### src/rtl/rv32_data_bus_ctrl.sv
// Data bus sequencer: decodes one core request to a target,
// waits for its done with a bounded timeout, returns one response.
module rv32_data_bus_ctrl #(
  parameter int NUM_TGT = 2,
  parameter logic [NUM_TGT*32-1:0] TGT_BASE =
    {32'h0000_0000, 32'h8000_0000},
  parameter logic [NUM_TGT*32-1:0] TGT_MASK =
    {32'hF000_0000, 32'hF000_0000},
  parameter int TIMEOUT = 255
) (
  input  logic                  clk,
  input  logic                  reset,
  input  logic                  req_valid,
  input  logic [31:0]           req_addr,
  input  logic                  req_write,
  input  logic [31:0]           req_wdata,
  input  logic [3:0]            req_wstrb,
  output logic                  req_ready,
  output logic                  resp_valid,
  output logic [31:0]           resp_data,
  output logic                  resp_err,
  output logic [NUM_TGT-1:0]    tgt_valid,
  output logic [31:0]           tgt_addr,
  output logic                  tgt_write,
  output logic [31:0]           tgt_wdata,
  output logic [3:0]            tgt_wstrb,
  input  logic [NUM_TGT-1:0]    tgt_done,
  input  logic [NUM_TGT*32-1:0] tgt_rdata
);

  localparam int CW = $clog2(TIMEOUT + 1);
  localparam int IW = (NUM_TGT > 1) ? $clog2(NUM_TGT) : 1;

  localparam logic [1:0] S_IDLE = 2'd0;
  localparam logic [1:0] S_WAIT = 2'd1;
  localparam logic [1:0] S_RESP = 2'd2;

  // Base/mask lists are written target 0 first (MSB end).
  function automatic logic [31:0] base_of(int i);
    return TGT_BASE[(NUM_TGT-1-i)*32 +: 32];
  endfunction

  function automatic logic [31:0] mask_of(int i);
    return TGT_MASK[(NUM_TGT-1-i)*32 +: 32];
  endfunction

  logic [1:0]         state;
  logic [IW-1:0]      sel;
  logic [CW-1:0]      cnt;
  logic               hit;
  logic [IW-1:0]      hit_idx;
  logic [NUM_TGT-1:0] hit_oh;
  logic               done_sel;
  logic [31:0]        rdata_sel;
  logic               timed_out;

  // Scan high to low so the lowest matching index wins.
  always_comb begin
    hit     = 1'b0;
    hit_idx = '0;
    hit_oh  = '0;
    for (int i = NUM_TGT - 1; i >= 0; i--) begin
      if ((req_addr & mask_of(i)) == base_of(i)) begin
        hit       = 1'b1;
        hit_idx   = IW'(i);
        hit_oh    = '0;
        hit_oh[i] = 1'b1;
      end
    end
  end

  assign done_sel  = tgt_done[sel];
  assign rdata_sel = tgt_rdata[32*int'(sel) +: 32];
  assign timed_out = (cnt == CW'(TIMEOUT - 1));

  assign req_ready  = (state == S_IDLE);
  assign resp_valid = (state == S_RESP);

  always_ff @(posedge clk) begin
    if (reset) begin
      state     <= S_IDLE;
      sel       <= '0;
      cnt       <= '0;
      tgt_valid <= '0;
      tgt_addr  <= '0;
      tgt_write <= 1'b0;
      tgt_wdata <= '0;
      tgt_wstrb <= '0;
      resp_data <= '0;
      resp_err  <= 1'b0;
    end else begin
      tgt_valid <= '0;
      case (state)
        S_IDLE: begin
          if (req_valid) begin
            tgt_addr  <= req_addr;
            tgt_write <= req_write;
            tgt_wdata <= req_wdata;
            tgt_wstrb <= req_wstrb;
            if (hit) begin
              sel       <= hit_idx;
              cnt       <= '0;
              tgt_valid <= hit_oh;
              state     <= S_WAIT;
            end else begin
              resp_data <= '0;
              resp_err  <= 1'b1;
              state     <= S_RESP;
            end
          end
        end
        S_WAIT: begin
          if (done_sel) begin
            resp_data <= tgt_write ? 32'h0 : rdata_sel;
            resp_err  <= 1'b0;
            state     <= S_RESP;
          end else if (timed_out) begin
            resp_data <= '0;
            resp_err  <= 1'b1;
            state     <= S_RESP;
          end else if (cnt != {CW{1'b1}}) begin
            cnt <= cnt + 1'b1;
          end
        end
        S_RESP: state <= S_IDLE;
        default: state <= S_IDLE;
      endcase
    end
  end

endmodule

### config.mk
export PLATFORM = sky130hd
export DESIGN_NAME = rv32_data_bus_ctrl
export DESIGN_NICKNAME = d
export VERILOG_FILES = /design/src/rtl/rv32_data_bus_ctrl.sv
export SDC_FILE = /design/constraint.sdc
export NUM_CORES = 1
export LEC_CHECK = 0
export ABC_AREA = 1
export CAP_MARGIN = 25
export CORE_ASPECT_RATIO = 2
export CORE_MARGIN = 5
export CORE_UTILIZATION = 43
export DETAILED_ROUTE_END_ITERATION = 12
export PLACE_DENSITY = 0.86
export SYNTH_ARGS = -nofsm -noshare
export SYNTH_HDL_FRONTEND = slang
export SYNTH_SLANG_ARGS = --single-unit
### constraint.sdc
create_clock -name clk -period 3.9 [get_ports clk]
set_clock_uncertainty 0.15 [all_clocks]
set_input_delay 1.17 -clock clk [delete_from_list [all_inputs] [get_ports clk]]
set_output_delay 1.17 -clock clk [all_outputs]
set_load 0.05 [all_outputs]
==> results by group, run 1 <==
Worst setup path
  – R2R cell count: 9
  – CP required: 2.58 ns
  – Crit path DAT: 1.81 ns
  – Bufs and invs on worst path: 2
  – Flop2flop setup slack: 1.80 ns
  – Cell family with most CP delay: buffers and inverters
  – CP max FO: 3
  – CP max-delay cell: clkdlybuf4s50_1
  – CP cell instances: inv_1 -> nor2_1 -> clkdlybuf4s50_1
  – Worst setup SP type: flip-flop
  – CP max stage delay: 0.82 ns
  – Crit path depth: 3
  – Critical Path End Type: output port
  – Crit Path Class: flip-flop to output port
  – Critical R2R Capture: resp_data[19]
  – R2r startpoint: sel

Clock tree
  – CTS resizes: 0
  – CTS buffer count: 17
  – Longest Clk Path Bufs: 2
  – Clock H-tree levels: 4
  – Clock transition at path regs: approximately 0.050 ns
  – Worst skew pair latency: 0.40 ns
  – TritonCTS Sinks: 115
  – Clk root buf: clkbuf_16
  – CTS tree: yes
  – CTS Hold Bufs: 0
  – Post-CTS Setup Inserts: 0

STA
  – Fin crit share: 80.3%
  – Worst slew margin: 59.0%
  – RSZ-0062 raised after global routing: false
  – Least-Margin Pin Slew: 0.614 ns
  – Fin crit period: 3.13 ns
  – Pins Over Slew Limit: 0
  – Final Setup Violations: 0
  – Final hold vios: 0
  – Setup TNS: 0 ns
  – Fmax: 319 MHz

Power
  – Switching power: 0.000994 W
  – LEAKAGE: 2.89 nW
  – Comb pwr share: 19.8%
  – P_int: 0.00250 W
  – Fraction of power spent switching nets: ~28%
  – Flop pwr share: 36.7%
  – Clk pwr share: 43.5%
  – PD cells: 452 mW/mm2
  – Peak VDD IR: 0.330 mV

Synth
  – #FFs+latches synth: about 120
  – Post-Syn Instances: 620
  – Register area share after synthesis: 49.0%
  – Mapped Area: 0.00470 mm2
  – Netlist cell types: 31
  – Synthesized area per cell: ~7.6 um2
  – Mapped Nets: 760
  – Yosys warning count: 0

Floorplan
  – Die area: 0.0132 mm2
  – Core footprint: 0.0108 mm2
  – Rows: 54
  – Starting density of the core: between 40% and 50%
  – Die Y-Extent: 158 um
  – Die X-Extent: 83.9 um
  – IO Count: 244

Final layout
  – Layout cells sized above 1: a little under 9%
  – Most frequent cells in the layout: clkdlybuf4s50_1 (243), nor2_1 (175), dfxtp_1 (115)
  – Antenna diode count: 0
  – Commonest non-fill, non-tap cell in the layout: clkdlybuf4s50_1
  – Syn-to-layout area delta: 64.5%
  – Fin cells: 1000
  – Final nets: 987

Place
  – DP HPWL: about 12000 um
  – Inst Count DP: 968
  – I/O Buffers: around 240
  – Routability congestion estimate: 0.981

Global route
  – Vias in the first global route: slightly above 5k
  – Total gr overflow: 0
  – Total GRT Usage: 23.7%
  – Largest net degree at the start of global routing: between 70 and 80
  – Initial antenna violation count: 0
  – First-pass GRT wire length: 25100 um

Hold path
  – Min-delay src: resp_err
  – Hold Path Stages: 2
  – Worst hold-check path type: flip-flop to flip-flop
  – Sink of the worst hold path: resp_err

Detailed routing
  – DRT iter0 DRCs: ~270
  – Residual DRC: 0
  – Final ANT Viol Nets: 0
  – Routed wire length: 16100 um
  – Drt wl/cell: 16.1 um
  – Detailed-route via count: roughly 5.1k
  – Via density: slightly above 5
  – DRT Pass-1 Iters: 4

Job
  – Max_cap viols: 0

Status
  – Outcome: completed
## cell families after synthesis
family	count (synthesis)	share of synthesized area [%]
adders and majority gates	2	0.532
and+or+nand+nor	296	27.3
buffers and inverters	59	6.18
DFF	115	49.0
AOI/OAI and AO/OA	148	17.1
## how the worst max path moves through the flow
stage,slack [ns],endpoint,startpoint
finish,0.77,resp_valid,state[1]
global route,0.70,resp_valid,state[1]
CTS,0.75,resp_valid,state[1]
detailed placement,0.97,resp_data[19],req_valid
global placement,1.04,resp_data[24],req_valid
floorplan,1.50,resp_valid,state[1]
## metal layers
metal	wire (um)	track usage (%)	vias to the layer above	part of all wire, %
li1	-	-	2473	-
met1	5630	23.6	2315	35
met2	8430	42.4	232	52
met3	1220	8.33	52	7.6
met4	799	13.4	0	5.0
met5	0	0	-	0
## through the flow
stage	hold WS, ns	worst slack [ns]	area (um2)	power (W)	util, %
2_1_floorplan	0.317	1.50	4700	0.00169	-
3_3_place_gp	0.283	1.04	7140	0.00198	66.1
3_5_place_dp	0.287	0.970	7140	0.00199	66.1
4_1_cts	0.295	0.749	7730	0.00352	71.5
5_1_grt	0.311	0.696	7730	0.00362	71.5
6_report	0.296	0.767	7730	0.00349	71.5
## cell usage after synthesis
master    number  area, um2
nor2_2         2       12.5
buf_6          7       78.8
o21ai_1        2       10.0
inv_4          1       6.26
o22ai_1        1       6.26
inv_2          1       3.75
or2_2         24        150
nand4_1        1       6.26
inv_1         16       60.1
nor2_4         2       22.5
nand3_2        2       20.0
buf_4          1       7.51
nor3b_1        1       7.51
dfxtp_1      115       2300
buf_2          8       40.0
nand2_1       72        270
o21bai_1       1       7.51
o21ai_0       79        395
nor2_1       175        657
nand2_2        3       18.8
clkbuf_1      23       86.3
clkinv_1       1       3.75
nor2_8         1       20.0
nand3b_2       1       11.3
o211ai_1      23        173
nand2_4        2       22.5
nand3_4        1       17.5
a21oi_1       42        210
ha_1           2       25.0
buf_1          1       3.75
nand3_1        9       45.0
## registers in the layout, summed over array words and instances (netlist names)
signal     cells
cnt            8
resp_data     32
resp_err       1
sel            1
state          2
tgt_addr      32
tgt_valid      2
tgt_wdata     32
tgt_write      1
tgt_wstrb      4
## layout make-up
class,count,area (um2)
clock buffers,21,460
clock inverters,11,130
multi-input cells,446,2110
fillers,847,3080
flip-flops and latches,115,2300
repair buffers,248,2480
well taps,140,175
inverters,19,73.8
## power by group through the flow
| stage | clock [W] | combinational (W) | sequential, W |
|---|---|---|---|
| 2_1_floorplan | 0 | 0.000167 | 0.00152 |
| 3_3_place_gp | 0 | 0.000679 | 0.00130 |
| 3_5_place_dp | 0 | 0.000691 | 0.00130 |
| 4_1_cts | 0.00154 | 0.000695 | 0.00128 |
| 5_1_grt | 0.00160 | 0.000733 | 0.00129 |
| 6_report | 0.00152 | 0.000692 | 0.00128 |
## worst min-delay path: stages (launching register included)
cell     delay [ns]
dfxtp_1        0.31
inv_1          0.05
a21oi_1        0.05
No activity file was read; power rests on OpenSTA's default activity.
==> run 2: changes to the inputs <==
--- a/config.mk
+++ b/config.mk
@@ -9,9 +9,9 @@
 export CAP_MARGIN = 25
 export CORE_ASPECT_RATIO = 2
 export CORE_MARGIN = 5
-export CORE_UTILIZATION = 43
+export CORE_UTILIZATION = 40
 export DETAILED_ROUTE_END_ITERATION = 12
-export PLACE_DENSITY = 0.86
+export PLACE_DENSITY = 0.81
 export SYNTH_ARGS = -nofsm -noshare
 export SYNTH_HDL_FRONTEND = slang
 export SYNTH_SLANG_ARGS = --single-unit
==> constraint.sdc (replaced) <==
create_clock -name clk -period 3.3 [get_ports clk]
set_clock_uncertainty 0.15 [all_clocks]
set_input_delay 0.99 -clock clk [delete_from_list [all_inputs] [get_ports clk]]
set_output_delay 0.99 -clock clk [all_outputs]
set_load 0.05 [all_outputs]
==> run 2 against run 1 <==
First-iteration DRC count shrank 21%. Highest routed layer unchanged. Clock power grew 12%. Sequential cell count is the same. Cell count grew 0.60%.
==> results by group, run 2 (same netlist as run 1, synthesis figures left out) <==
STA
  – Fin crit share: roughly nine tenths
  – Min Hold Slack: 0.294 ns
  – RSZ-0062 raised after global routing: false
  – Final hold vios: 0
  – Fmax: 342 MHz
  – Fin crit period: slightly below 3 ns
  – Post-route setup slack: between 0.3 and 0.4 ns
  – Pins Over Slew Limit: 0
  – Worst slew margin: 58.8%
  – Final Setup Violations: 0
  – Setup TNS: 0 ns
  – Least-Margin Pin Slew: 0.618 ns

Detailed routing
  – Routed wire length: roughly 16000 um
  – Detailed-route via count: 4920
  – DRT Pass-1 Iters: 4
  – Residual DRC: 0
  – Final ANT Viol Nets: 0
  – Via density: 4.89
  – Drt wl/cell: 15.6 um
  – DRT iter0 DRCs: about 210

Worst setup path
  – R2R cell count: 8
  – R2r startpoint: sel
  – CP required: 2.16 ns
  – CP max stage delay: 0.83 ns
  – CP cell instances: inv_1 -> nor2_1 -> clkdlybuf4s50_1
  – CP max-delay cell: clkdlybuf4s50_1
  – Bufs and invs on worst path: 2
  – Crit path DAT: 1.78 ns
  – Cell family with most CP delay: buffers and inverters
  – Flop2flop setup slack: 1.31 ns
  – CP max FO: 3
  – Critical Path End Type: output port
  – Critical R2R Capture: resp_data[17]
  – Crit Path Class: flip-flop to output port
  – Worst setup SP type: flip-flop

Clock tree
  – TritonCTS Sinks: 115
  – CTS tree: yes
  – Longest Clk Path Bufs: 2
  – Clk root buf: clkbuf_16
  – Clock transition at path regs: 0.06 ns
  – Clock H-tree levels: 4
  – Worst skew pair latency: 0.40 ns
  – CTS Hold Bufs: 0
  – CTS resizes: 0
  – CTS buffer count: 17
  – Post-CTS Setup Inserts: 0

Place
  – I/O Buffers: 243
  – Inst Count DP: between 900 and 1k
  – Routability congestion estimate: 0.850
  – Setup WS pre-CTS: 0.593 ns
  – DP HPWL: 11700 um

Hold path
  – Hold Path Stages: 2
  – Sink of the worst hold path: resp_err
  – Min-delay src: resp_err
  – Worst hold-check path type: flip-flop to flip-flop

Power
  – P_int: 0.00285 W
  – Peak VDD IR: about 0.4 mV
  – Flop pwr share: a little under two fifths
  – Comb pwr share: 20.2%
  – Clk pwr share: 42.3%
  – Fraction of power spent switching nets: a little under 30%
  – Switching power: 0.00117 W
  – LEAKAGE: 2.87 nW
  – PD cells: 522 mW/mm2
  – Final Power: 0.00403 W

Final layout
  – Largest registers: resp_data x32, tgt_addr x32, tgt_wdata x32
  – Antenna diode count: 0
  – Commonest non-fill, non-tap cell in the layout: clkdlybuf4s50_1
  – Layout cells sized above 1: 8.83%
  – Final nets: 988
  – Most frequent cells in the layout: clkdlybuf4s50_1 (243), nor2_1 (175), dfxtp_1 (115)
  – Syn-to-layout area delta: 64.0%
  – Fin cells: 1006

Floorplan
  – Die area: 0.0142 mm2
  – IO Count: between 200 and 250
  – Rows: 56
  – Die Y-Extent: 163 um
  – Core footprint: 0.0116 mm2
  – Starting density of the core: 40.4%
  – Die X-Extent: 86.7 um

Global route
  – Total gr overflow: 0
  – Total GRT Usage: between 20 and 25%
  – Vias in the first global route: 4760
  – Largest net degree at the start of global routing: 74
  – Initial antenna violation count: 0
  – First-pass GRT wire length: approximately 24000 um

Status
  – Outcome: completed

Job
  – Max_cap viols: 0
## run 2: cell types whose count changed in the layout (fill, tap and decap cells not counted)
cell        previous run  this run
clkinv_4               4         2
inv_6                  0         1
bufinv_16              2         1
clkbuf_8               2         1
clkinvlp_4             4         5
buf_4                  4         5
clkinv_2               1         3
## run 2: cell type report
class / count / area, um2
sequential: 115 / 2300
timing repair buffer: 249 / 2490
fill: 984 / 3920
tap: 145 / 181
clock buffer: 20 / 447
multi-input combinational: 446 / 2110
clock inverter: 12 / 109
inverter: 19 / 73.8
## run 2: worst max-delay path by stage
stage           startpoint       endpoint  cells past startpoint
5_1_grt           state[1]     resp_valid                      3
2_1_floorplan     state[1]     resp_valid                      2
3_3_place_gp   tgt_done[1]  resp_data[29]                      8
4_1_cts           state[1]     resp_valid                      3
6_report          state[1]     resp_valid                      3
3_5_place_dp     req_valid  resp_data[17]                      6
## run 2: per-stage QoR
stage               utilization [%]  instance area, um2
global route                   66.3                7710
detailed placement             61.5                7160
floorplan                         -                4700
global placement               61.5                7160
finish                         66.3                7710
CTS                            66.3                7710
## run 2: power groups by stage
stage	clock (W)	combinational (W)	sequential, W
2_1_floorplan	0	0.000198	0.00180
3_3_place_gp	0	0.000811	0.00154
3_5_place_dp	0	0.000818	0.00154
4_1_cts	0.00175	0.000820	0.00151
5_1_grt	0.00181	0.000862	0.00152
6_report	0.00170	0.000813	0.00151
## run 2: metal layers
metal	wire length (um)	share of wire, %	vias up	GRT usage (%)
met5	0	0	-	0
met4	782	5.0	0	12.0
met3	1150	7.3	47	6.87
met2	8180	52	192	38.5
met1	5610	36	2208	21.8
li1	-	-	2473	-
## run 2: worst register-to-register path, cell delays in order (launching register included)
cell and delay, ns:
dfxtp_1 0.60, inv_4 0.21, nand2_1 0.16, nand2_4 0.09, nor2_4 0.09, nand2_2 0.08, nand3_4 0.28, nand2_1 0.11
a21oi_1 0.16
==> run 3: changes to the inputs <==
--- a/config.mk
+++ b/config.mk
@@ -11,6 +11,8 @@
 export CORE_MARGIN = 5
 export CORE_UTILIZATION = 40
 export DETAILED_ROUTE_END_ITERATION = 12
+export GPL_TIMING_DRIVEN = 1
+export HOLD_SLACK_MARGIN = 0.08
 export PLACE_DENSITY = 0.81
 export SYNTH_ARGS = -nofsm -noshare
 export SYNTH_HDL_FRONTEND = slang
==> results of run 3 <==
Final layout, timing and power as in run 2 (identical DEF).
